<file path="src/rtl/pfa_serial_adder_ctrl.sv">
// Bit-serial N-bit adder sequencing one external PFA slice, LSB first.
// Latency: start accepted at edge k -> busy cycles k+1..k+N -> done pulse in cycle k+N+1.
// No backpressure: start is only sampled in IDLE; requests in RUN/DONE are dropped.
module pfa_serial_adder_ctrl #(
    parameter int N = 8
) (
    input  logic         clk,
    input  logic         rst_n,
    input  logic         start,
    input  logic [N-1:0] a,
    input  logic [N-1:0] b,
    input  logic         cin,
    output logic         busy,
    output logic         done,
    output logic [N-1:0] s,
    output logic         cout,
    output logic         ovf,
    output logic         pfa_a,
    output logic         pfa_b,
    output logic         pfa_c,
    input  logic         pfa_s,
    input  logic         pfa_g,
    input  logic         pfa_p
);

    localparam int CW = $clog2(N);
    localparam logic [CW-1:0] LAST = CW'(N - 1);

    typedef enum logic [1:0] {
        IDLE = 2'd0,
        RUN  = 2'd1,
        DONE = 2'd2
    } state_t;

    state_t        state;
    logic [N-1:0]  areg;
    logic [N-1:0]  breg;
    logic [N-1:0]  sreg;
    logic [CW-1:0] cnt;
    logic          carry;
    logic          cmsb;

    logic          carry_nxt;
    logic [N-1:0]  sum_nxt;

    assign carry_nxt = pfa_g | (pfa_p & carry);
    assign sum_nxt   = {pfa_s, sreg[N-1:1]};

    // The PFA only sees live operand bits while running; it idles at zero otherwise.
    assign pfa_a = (state == RUN) & areg[0];
    assign pfa_b = (state == RUN) & breg[0];
    assign pfa_c = (state == RUN) & carry;

    always_ff @(posedge clk) begin
        if (!rst_n) begin
            state <= IDLE;
            areg  <= '0;
            breg  <= '0;
            sreg  <= '0;
            cnt   <= '0;
            carry <= 1'b0;
            cmsb  <= 1'b0;
            busy  <= 1'b0;
            done  <= 1'b0;
            s     <= '0;
            cout  <= 1'b0;
            ovf   <= 1'b0;
        end else begin
            case (state)
                IDLE: begin
                    done <= 1'b0;
                    if (start) begin
                        areg  <= a;
                        breg  <= b;
                        carry <= cin;
                        cnt   <= '0;
                        state <= RUN;
                        busy  <= 1'b1;
                    end
                end
                RUN: begin
                    sreg  <= sum_nxt;
                    carry <= carry_nxt;
                    areg  <= areg >> 1;
                    breg  <= breg >> 1;
                    cnt   <= cnt + CW'(1);
                    if (cnt == LAST) begin
                        // carry still holds the carry into the MSB on this edge
                        cmsb  <= carry;
                        s     <= sum_nxt;
                        cout  <= carry_nxt;
                        ovf   <= carry ^ carry_nxt;
                        state <= DONE;
                        busy  <= 1'b0;
                        done  <= 1'b1;
                    end
                end
                DONE: begin
                    done  <= 1'b0;
                    state <= IDLE;
                end
                default: begin
                    state <= IDLE;
                    busy  <= 1'b0;
                    done  <= 1'b0;
                end
            endcase
        end
    end

endmodule

</file>
<file path="config.mk">
export PLATFORM = sky130hd
export DESIGN_NAME = pfa_serial_adder_ctrl
export DESIGN_NICKNAME = d
export VERILOG_FILES = /design/src/rtl/pfa_serial_adder_ctrl.sv
export SDC_FILE = /design/constraint.sdc
export NUM_CORES = 1
export LEC_CHECK = 0
export CAP_MARGIN = 20
export CELL_PAD_IN_SITES_DETAIL_PLACEMENT = 0
export CELL_PAD_IN_SITES_GLOBAL_PLACEMENT = 1
export CORE_ASPECT_RATIO = 0.6
export CORE_MARGIN = 2
export CORE_UTILIZATION = 40
export DETAILED_ROUTE_END_ITERATION = 6
export PLACE_DENSITY_LB_ADDON = 0.12
export SYNTH_ARGS = -nofsm -noshare
export SYNTH_HDL_FRONTEND = slang
export SYNTH_SLANG_ARGS = --single-unit
</file>
<file path="constraint.sdc">
create_clock -name clk -period 2.76 [get_ports clk]
set_input_delay 0.552 -clock clk [delete_from_list [all_inputs] [get_ports clk]]
set_output_delay 0.552 -clock clk [all_outputs]
set_load 0.02 [all_outputs]
</file>
Word level (Yosys, flattened, before mapping)
Cells that the tools add are included.
{"block": "classes", "add_sub_neg": 1, "eq_ne": 5, "muxes": 14, "bitwise_logic": 7, "n_reduce_logical": 7}
{"cell": "$pmux W8 S2", "count": 2}
{"cell": "$mux W8", "count": 2}
{"cell": "$reduce_and A2 Y1", "count": 4}
{"cell": "$pmux W3 S2", "count": 1}
{"cell": "$and A1 B1 Y1", "count": 4}
{"cell": "$mux W2", "count": 2}
{"cell": "$pmux W2 S2", "count": 1}
{"cell": "$add A3 B1 Y3 const B", "count": 1}
{"cell": "$eq A3 B3 Y1 const B", "count": 1}
{"cell": "$mux W1", "count": 3}
{"cell": "$mux W3", "count": 1}
{"cell": "$pmux W1 S3", "count": 1}
{"cell": "$reduce_and A3 Y1", "count": 1}
{"cell": "$eq A2 B1 Y1 const B", "count": 1}
{"cell": "$eq A2 B2 Y1 const B", "count": 1}
{"cell": "$logic_not A2 Y1", "count": 1}
{"cell": "$ne A2 B1 Y1 const B", "count": 1}
{"cell": "$ne A2 B2 Y1 const B", "count": 1}
{"cell": "$pmux W1 S2", "count": 1}
{"cell": "$reduce_bool A2 Y1", "count": 1}
{"cell": "$not A1 Y1", "count": 1}
{"cell": "$or A1 B1 Y1", "count": 1}
{"cell": "$xor A1 B1 Y1", "count": 1}
{"block": "word_totals", "regBits": 42, "inputBits": 23, "output_inout_bits": 15}

Longest topological paths before layout
Gate-level depths: netlist (run 1).
{"block": "depth", "ltp_word": 3, "mapped_depth": 6, "ltp_nobuf": 5}

Worst setup path after synthesis (run 1)
Ideal clock, no wire load.
{"block": "synth_timing", "path_kind": "flip-flop to output port", "from": "reg state[0]", "to": "out pfa_a", "arrival_ns": 1.068, "required_time_ns": 2.208, "slack_ns": 1.140, "stages_incl_launch_ff": 5, "path_buffers": 2, "cell_sequence": "dfxtp_1 > buf_4 > nor2b_1 > buf_2 > and2_1"}
{"block": "synth_between", "elab_chain_cells": 2}
{"item": "start: declaration", "line_no": "35", "text": "state_t state;"}
{"item": "start signal: assignment", "line_no": "56", "text": "state <= IDLE;"}
{"item": "start signal: assignment", "line_no": "77", "text": "state <= RUN;"}
{"item": "start signal: assignment", "line_no": "93", "text": "state <= DONE;"}
{"item": "$eq A2 B1 Y1", "line_no": "50", "text": "assign pfa_a = (state == RUN) & areg[0];"}
{"item": "$and A1 B1 Y1", "line_no": "50"}
{"item": "end: declaration", "line_no": "18", "text": "output logic pfa_a,"}
No other way between the ends.

Worst setup path after layout (run 1)
Ends and elaborated chain as after synthesis.

==> results.txt, run 1 <==
----------------------------------------------------
[Finish]
  Antenna diodes ... 0
  Synth-to-layout area growth ... 27.5%
  Sequential Area ... 821 sq um
  Multi-input logic area ... 818 sq um
  Fraction of layout cells with a size suffix above 1 ... 5.78%
  Share of the core filled with cells ... 53.4%
  Number of inserted filler cells in the final layout ... 383
  Net total in the final layout ... 249

[GRT]
  Vias in the first global route ... 1203
  Initial antenna violation count ... 0
  Largest net degree at the start of global routing ... 30
  Total gr overflow ... 0
  Wire length of the first global-routing pass ... 5400 um
  Total track usage ... 14.5%

[Synth]
  Number of synthesized flops with an enable pin ... 0
  Number of different library cells in the post-synthesis netlist ... 28
  Area of the mapped netlist ... 1740 sq um
  Most frequently used cell type in the post-synthesis netlist ... sky130_fd_sc_hd__dfxtp_1
  Synthesized net count ... 215
  Leading post-synthesis cells by instance count ... sky130_fd_sc_hd__dfxtp_1 (41), sky130_fd_sc_hd__nand2_1 (33), sky130_fd_sc_hd__a21oi_1 (19), sky130_fd_sc_hd__o21ai_0 (19), sky130_fd_sc_hd__mux2i_1 (16)
  Fraction of the yosys area taken by sequential cells ... 47.3%
  Cell types with the largest area share after synthesis ... sky130_fd_sc_hd__dfxtp_1 (47%), sky130_fd_sc_hd__mux2i_1 (9.2%), sky130_fd_sc_hd__nand2_1 (7.1%)
  Cell type with the largest total area after synthesis ... sky130_fd_sc_hd__dfxtp_1
  Most used flip-flop cell after synthesis ... sky130_fd_sc_hd__dfxtp_1
  Mean cell area of the mapped netlist ... 9.13 sq um
  Post-synth ARST share ... 0%
  Yosys reg bits ... 41
  Number of instances in the synthesized netlist ... 190
  Number of warnings issued by yosys ... 0
  Share of the synthesized area in the top cell type ... 47.3%

[Critical path]
  Kind of start point of the critical path ... register
  Worst EP required ... 2.21 ns
  CP bufs+invs ... 1
  Cell type group with the largest total delay on the critical path ... buffers and inverters
  Worst-path maximum fanout ... 9
  Worst-path cell with the longest stage delay ... sky130_fd_sc_hd__clkdlybuf4s50_1
  Sort of element at the end of the critical path ... primary output
  Critical Path, Cell by Cell ... nor2b_1 > and2_1 > clkdlybuf4s50_1
  Crit-path max cell delay ... 0.60 ns
  Critical path class ... reg2out
  Arrival time of data at the critical path endpoint ... 1.90 ns

[Clock network]
  Clock tree buffer depth ... 2
  Master cell of the clock root buffer ... sky130_fd_sc_hd__clkbuf_8
  Cts bufs inserted ... 5
  Clock Sink Count ... 41
  Resized cells post-CTS ... 0
  CTS tree ... built
  Latest clock arrival within the worst-skew pair ... 0.28 ns
  Post-CTS setup buffer count ... 0
  CTS Hold Bufs ... 0
  H-tree lvl count ... 2
  Clock transition time at the flip-flop clock pins of the worst setup and hold paths ... 0.08 ns

[Pwr]
  Share of total power consumed by net switching ... 24.2%
  Power per unit of standard cell area ... 518 nW/um^2
  Relative contribution of combinational cells to total power ... 12.2%
  Clock network fraction of total power ... 32.5%
  Reg power frac ... 55.3%
  Worst vdd ir ... 0.219 mV
  Power Internal ... 870 uW
  Switching power ... 277 uW
  Static leakage ... 0.829 nW

[Die]
  Row count ... 18
  CORE AREA ... 4140 sq um
  Horizontal die dimension ... 89.0 um
  Count of pins on the block boundary ... 38
  Initial Utilization ... 41.9%
  Vertical extent of the die ... 55.0 um
  Area enclosed by the die boundary ... 4900 sq um

[STA]
  Measured slew at the worst slew-check pin ... 0.510 ns
  Highest Clock Rate ... 409 MHz
  Portion of the clock cycle consumed by the worst path in the final layout ... 88.7%
  Slew Limit Headroom ... 65.9%
  Number of hold violations in the final report ... 0
  RSZ-0062 raised after global routing ... false
  Setup WS post-layout ... 0.313 ns
  TNS Setup ... 0 ns
  Worst clock skew ... 0.00287 ns
  Post-layout minimum cycle time ... 2.45 ns
  Number of failing setup endpoints in the final timing report ... 0
  Final slew viol count ... 0

[Drt]
  Total via count in the routed design ... 1380
  DRC violation total after the first TritonRoute iteration ... 64
  Post-detailed-route wirelength per cell ... 11.8 um
  Via density ... 4.84
  DR DRC count ... 0
  Post-DRT Antenna Nets ... 0
  Pre-antenna DRT Iters ... 4
  Total wire length ... 3360 um

[Place]
  Gpl congestion ... 0.723
  Number of buffer cells added on primary ports ... 37
  Place WS ... 0.564 ns
  DP Wirelength ... 2360 um

[Run status]
  Run status ... complete, no violations

[Hold path]
  HP Class ... reg2reg

[Job]
  Count of maximum capacitance violations ... 0

----------------------------------------------------
==> metrics by stage <==
stage / instances / hold WS [ns] / total power [mW] / area [sq um]
after global routing: 285 / 0.481 / 1.20 / 2210
after global placement: 277 / 0.449 / 0.786 / 2130
after detailed placement: 277 / 0.456 / 0.790 / 2130
final: 285 / 0.463 / 1.15 / 2210
after floorplan: 190 / 0.441 / 0.733 / 1740
after CTS: 285 / 0.467 / 1.17 / 2210
==> layer usage <==
layer | global-route usage (%) | wire length (um) | vias to the layer above
li1 | - | - | 719
met1 | 19.4 | 1770 | 633
met2 | 22.5 | 1410 | 23
met3 | 4.01 | 142 | 5
met4 | 5.97 | 30 | 0
met5 | 0 | 0 | -
==> cells by family after synthesis <==
logic type	count (synthesis)	share of synthesized area, %
muxes	16	9.23
AOI/OAI and AO/OA	59	20.3
buffers and inverters	15	5.55
adders and majority gates	2	1.44
DFF	41	47.3
and+or+nand+nor	57	16.2
==> tightest hold or removal path, stage by stage, from the launching register on <==
cell	delay (ns)
sky130_fd_sc_hd__dfxtp_1	0.31
sky130_fd_sc_hd__nand2_1	0.04
sky130_fd_sc_hd__a21boi_0	0.06
==> cell usage in the layout, fill, tap and decap left out, drive strengths merged, types with 2 or more instances in the layout <==
master / synthesis / final
a21boi: 15 / 15
a21oi: 19 / 19
a22oi: 3 / 3
and2: 4 / 4
buf: 9 / 4
clkbuf: 5 / 6
clkdlybuf4s50: 0 / 37
clkinv: 0 / 2
dfxtp: 41 / 41
ha: 2 / 2
mux2i: 16 / 16
nand2: 33 / 33
nand2b: 2 / 2
nand3: 2 / 2
nand3b: 2 / 2
nor2: 2 / 2
nor2b: 9 / 9
o21ai: 19 / 19
==> flip-flops by register name, summed over array words and instances, names as in the netlist <==
signal / flops
cout: 1
state: 2
s: 8
cnt: 3
ovf: 1
carry: 1
busy: 1
breg: 8
done: 1
areg: 8
sreg: 7
==> path summary, 6_finish.rpt <==
| check | slack (ns) | depth (start not counted) | end | from |
|---|---|---|---|---|
| setup / recovery | 0.31 | 3 | pfa_a | state[0] |
| hold / removal | 0.46 | 2 | s[6] | s[6] |
| setup reg to reg | 1.15 | 5 | cout | cnt[0] |
| hold reg to reg | 0.46 | 2 | s[6] | s[6] |
==> power groups by stage <==
stage | clock, mW | sequential (mW) | combinational (mW)
2_1_floorplan | 0 | 0.645 | 0.0883
3_3_place_gp | 0 | 0.648 | 0.138
3_5_place_dp | 0 | 0.649 | 0.141
4_1_cts | 0.390 | 0.635 | 0.142
5_1_grt | 0.406 | 0.639 | 0.154
6_report | 0.373 | 0.635 | 0.140
==> layout make-up <==
class | instances | area share (%)
clock inverters | 2 | 0.452
multi-input cells | 134 | 37.0
well taps | 60 | 3.39
clock buffers | 6 | 3.28
repair buffers | 41 | 18.7
flip-flops and latches | 41 | 37.1
inverters | 1 | 0.170
(Power assumes the default switching activity.)
==> run 2, diff against run 1 <==
REMOVE_ABC_BUFFERS = 1   (was default)
==> results.txt, run 2 (synthesis results as in run 1) <==
----------------------------------------------------
[Critical path]
  Sort of element at the end of the critical path ... primary output
  Number of cells on the worst reg-to-reg path ... 5 (unchanged)
  Worst-path maximum fanout ... 9 (unchanged)
  Reg2Reg Setup Slack ... 1.15 ns (about the same)
  Kind of start point of the critical path ... register
  Critical path class ... reg2out
  Worst EP required ... 2.21 ns (about the same)
  Arrival time of data at the critical path endpoint ... 2.01 ns (+0.11 ns)

[STA]
  Number of hold violations in the final report ... 0 (unchanged)
  Portion of the clock cycle consumed by the worst path in the final layout ... 93.0% (+4.3 points)
  Number of failing setup endpoints in the final timing report ... 0 (unchanged)
  Final slew viol count ... 0 (unchanged)
  Slew Limit Headroom ... 55.8% (-10 points)
  Final-layout worst hold slack ... 0.465 ns (+0.00222 ns)
  TNS Setup ... 0 ns (unchanged)
  Measured slew at the worst slew-check pin ... 0.660 ns (+0.150 ns)
  RSZ-0062 raised after global routing ... false
  Highest Clock Rate ... 390 MHz (-4.6%)
  Post-layout minimum cycle time ... 2.57 ns (+0.119 ns)
  Worst clock skew ... 0.00592 ns (+0.00305 ns)

[Clock network]
  H-tree lvl count ... 2 (unchanged)
  Master cell of the clock root buffer ... sky130_fd_sc_hd__clkbuf_8
  Latest clock arrival within the worst-skew pair ... 0.28 ns (about the same)
  CTS Hold Bufs ... 0 (unchanged)
  CTS tree ... built
  Clock Sink Count ... 41 (unchanged)
  Clock tree buffer depth ... 2 (unchanged)
  Resized cells post-CTS ... 0 (unchanged)
  Clock transition time at the flip-flop clock pins of the worst setup and hold paths ... 0.08 ns (about the same)
  Post-CTS setup buffer count ... 0 (unchanged)
  Cts bufs inserted ... 5 (unchanged)

[Finish]
  Antenna diodes ... 0 (unchanged)
  Leading cell type in the layout, fill and taps excluded ... sky130_fd_sc_hd__dfxtp_1
  Number of inserted filler cells in the final layout ... 413 (+7.8%)
  Fraction of layout cells with a size suffix above 1 ... 5.36% (-0.42 points)
  Biggest registers after layout ... areg (8), breg (8), s (8)
  Net total in the final layout ... 249 (unchanged)
  Post-route cell area ... 2200 sq um (-0.40%)
  Synth-to-layout area growth ... 27.0%
  Most used cells in the layout excluding fill and tap cells ... sky130_fd_sc_hd__dfxtp_1 (41), sky130_fd_sc_hd__clkdlybuf4s50_1 (37), sky130_fd_sc_hd__nand2_1 (33)

[GRT]
  Largest net degree at the start of global routing ... 25 (-17%)
  Total track usage ... 14.7% (+0.18 points)
  Vias in the first global route ... 1172 (-2.6%)
  Total gr overflow ... 0 (unchanged)
  Initial antenna violation count ... 0 (unchanged)
  Wire length of the first global-routing pass ... 5390 um (-0.13%)

[Hold path]
  Hold Path Cell Cnt ... 2 (unchanged)
  HP Class ... reg2reg

[Drt]
  Total via count in the routed design ... 1368 (-0.87%)
  DR DRC count ... 0 (unchanged)
  Via density ... 4.82 (-0.52%)
  DRC violation total after the first TritonRoute iteration ... 32 (-50%)
  Post-detailed-route wirelength per cell ... 11.9 um (+0.86%)
  Total wire length ... 3370 um (+0.51%)
  Pre-antenna DRT Iters ... 4 (unchanged)
  Post-DRT Antenna Nets ... 0 (unchanged)

[Pwr]
  Static leakage ... 0.824 nW (-0.63%)
  Power per unit of standard cell area ... 527 nW/um^2 (+1.8%)
  Total chip power ... 1.16 mW (+1.4%)
  Worst vdd ir ... 0.201 mV (-8.1%)

[Die]
  Horizontal die dimension ... 89.0 um (unchanged)
  CORE AREA ... 4140 sq um (unchanged)
  Area enclosed by the die boundary ... 4900 sq um (unchanged)
  Initial Utilization ... 41.9% (unchanged)
  Row count ... 18 (unchanged)
  Vertical extent of the die ... 55.0 um (unchanged)
  Count of pins on the block boundary ... 38 (unchanged)

[Place]
  DP Wirelength ... 2360 um (-0.14%)
  Number of buffer cells added on primary ports ... 37 (unchanged)
  Gpl congestion ... 0.704 (-2.7%)
  Cell Area, Placed ... 2120 sq um (-0.59%)

[Run status]
  Run status ... complete, no violations

[Job]
  Count of maximum capacitance violations ... 0 (unchanged)

----------------------------------------------------
-- run 2: cell types whose count changed in the layout (fill, tap and decap cells not counted), sizes merged --
cell    before  now
clkbuf       6    7
clkinv       2    0
-- run 2: worst max-delay path, cell delays in order (launching register included) --
cell and delay [ns]:
sky130_fd_sc_hd__dfxtp_1 0.46, sky130_fd_sc_hd__nor2b_1 0.47, sky130_fd_sc_hd__and2_1 0.20, sky130_fd_sc_hd__clkdlybuf4s50_1 0.60
-- run 2: through the flow --
| stage | instances | setup slack [ns] | utilization, % |
|---|---|---|---|
| after floorplan | 176 | 1.01 | - |
| after global routing | 284 | 0.0345 | 53.2 |
| after CTS | 284 | 0.175 | 53.2 |
| after global placement | 277 | 0.563 | 51.1 |
| final | 284 | 0.194 | 53.2 |
| after detailed placement | 277 | 0.518 | 51.1 |
-- run 2: final cells by class --
class	count	area, sq um	share of cell area, %
clock buffers	7	86.3	3.92
inverters	1	3.75	0.170
multi-input cells	134	818	37.1
flip-flops and latches	41	821	37.2
well taps	60	75.1	3.41
repair buffers	41	400	18.2
-- run 2: power by group --
part           switching (mW)  leakage, nW  internal (mW)
clock                   0.192       0.0443          0.198
combinational          0.0639        0.445         0.0735
sequential             0.0159        0.335          0.619
-- run 2: final timing paths --
path	startpoint	end
hold / removal	s[3]	s[3]
setup / recovery	state[0]	pfa_c
hold reg to reg	s[3]	s[3]
setup reg to reg	cnt[0]	cout
-- run 2: layer usage --
| metal | track usage, % | up-vias | wire length, um |
|---|---|---|---|
| li1 | - | 722 | - |
| met1 | 19.8 | 611 | 1780 |
| met2 | 22.6 | 32 | 1410 |
| met3 | 4.45 | 3 | 162 |
| met4 | 5.22 | 0 | 19 |
| met5 | 0 | - | 0 |
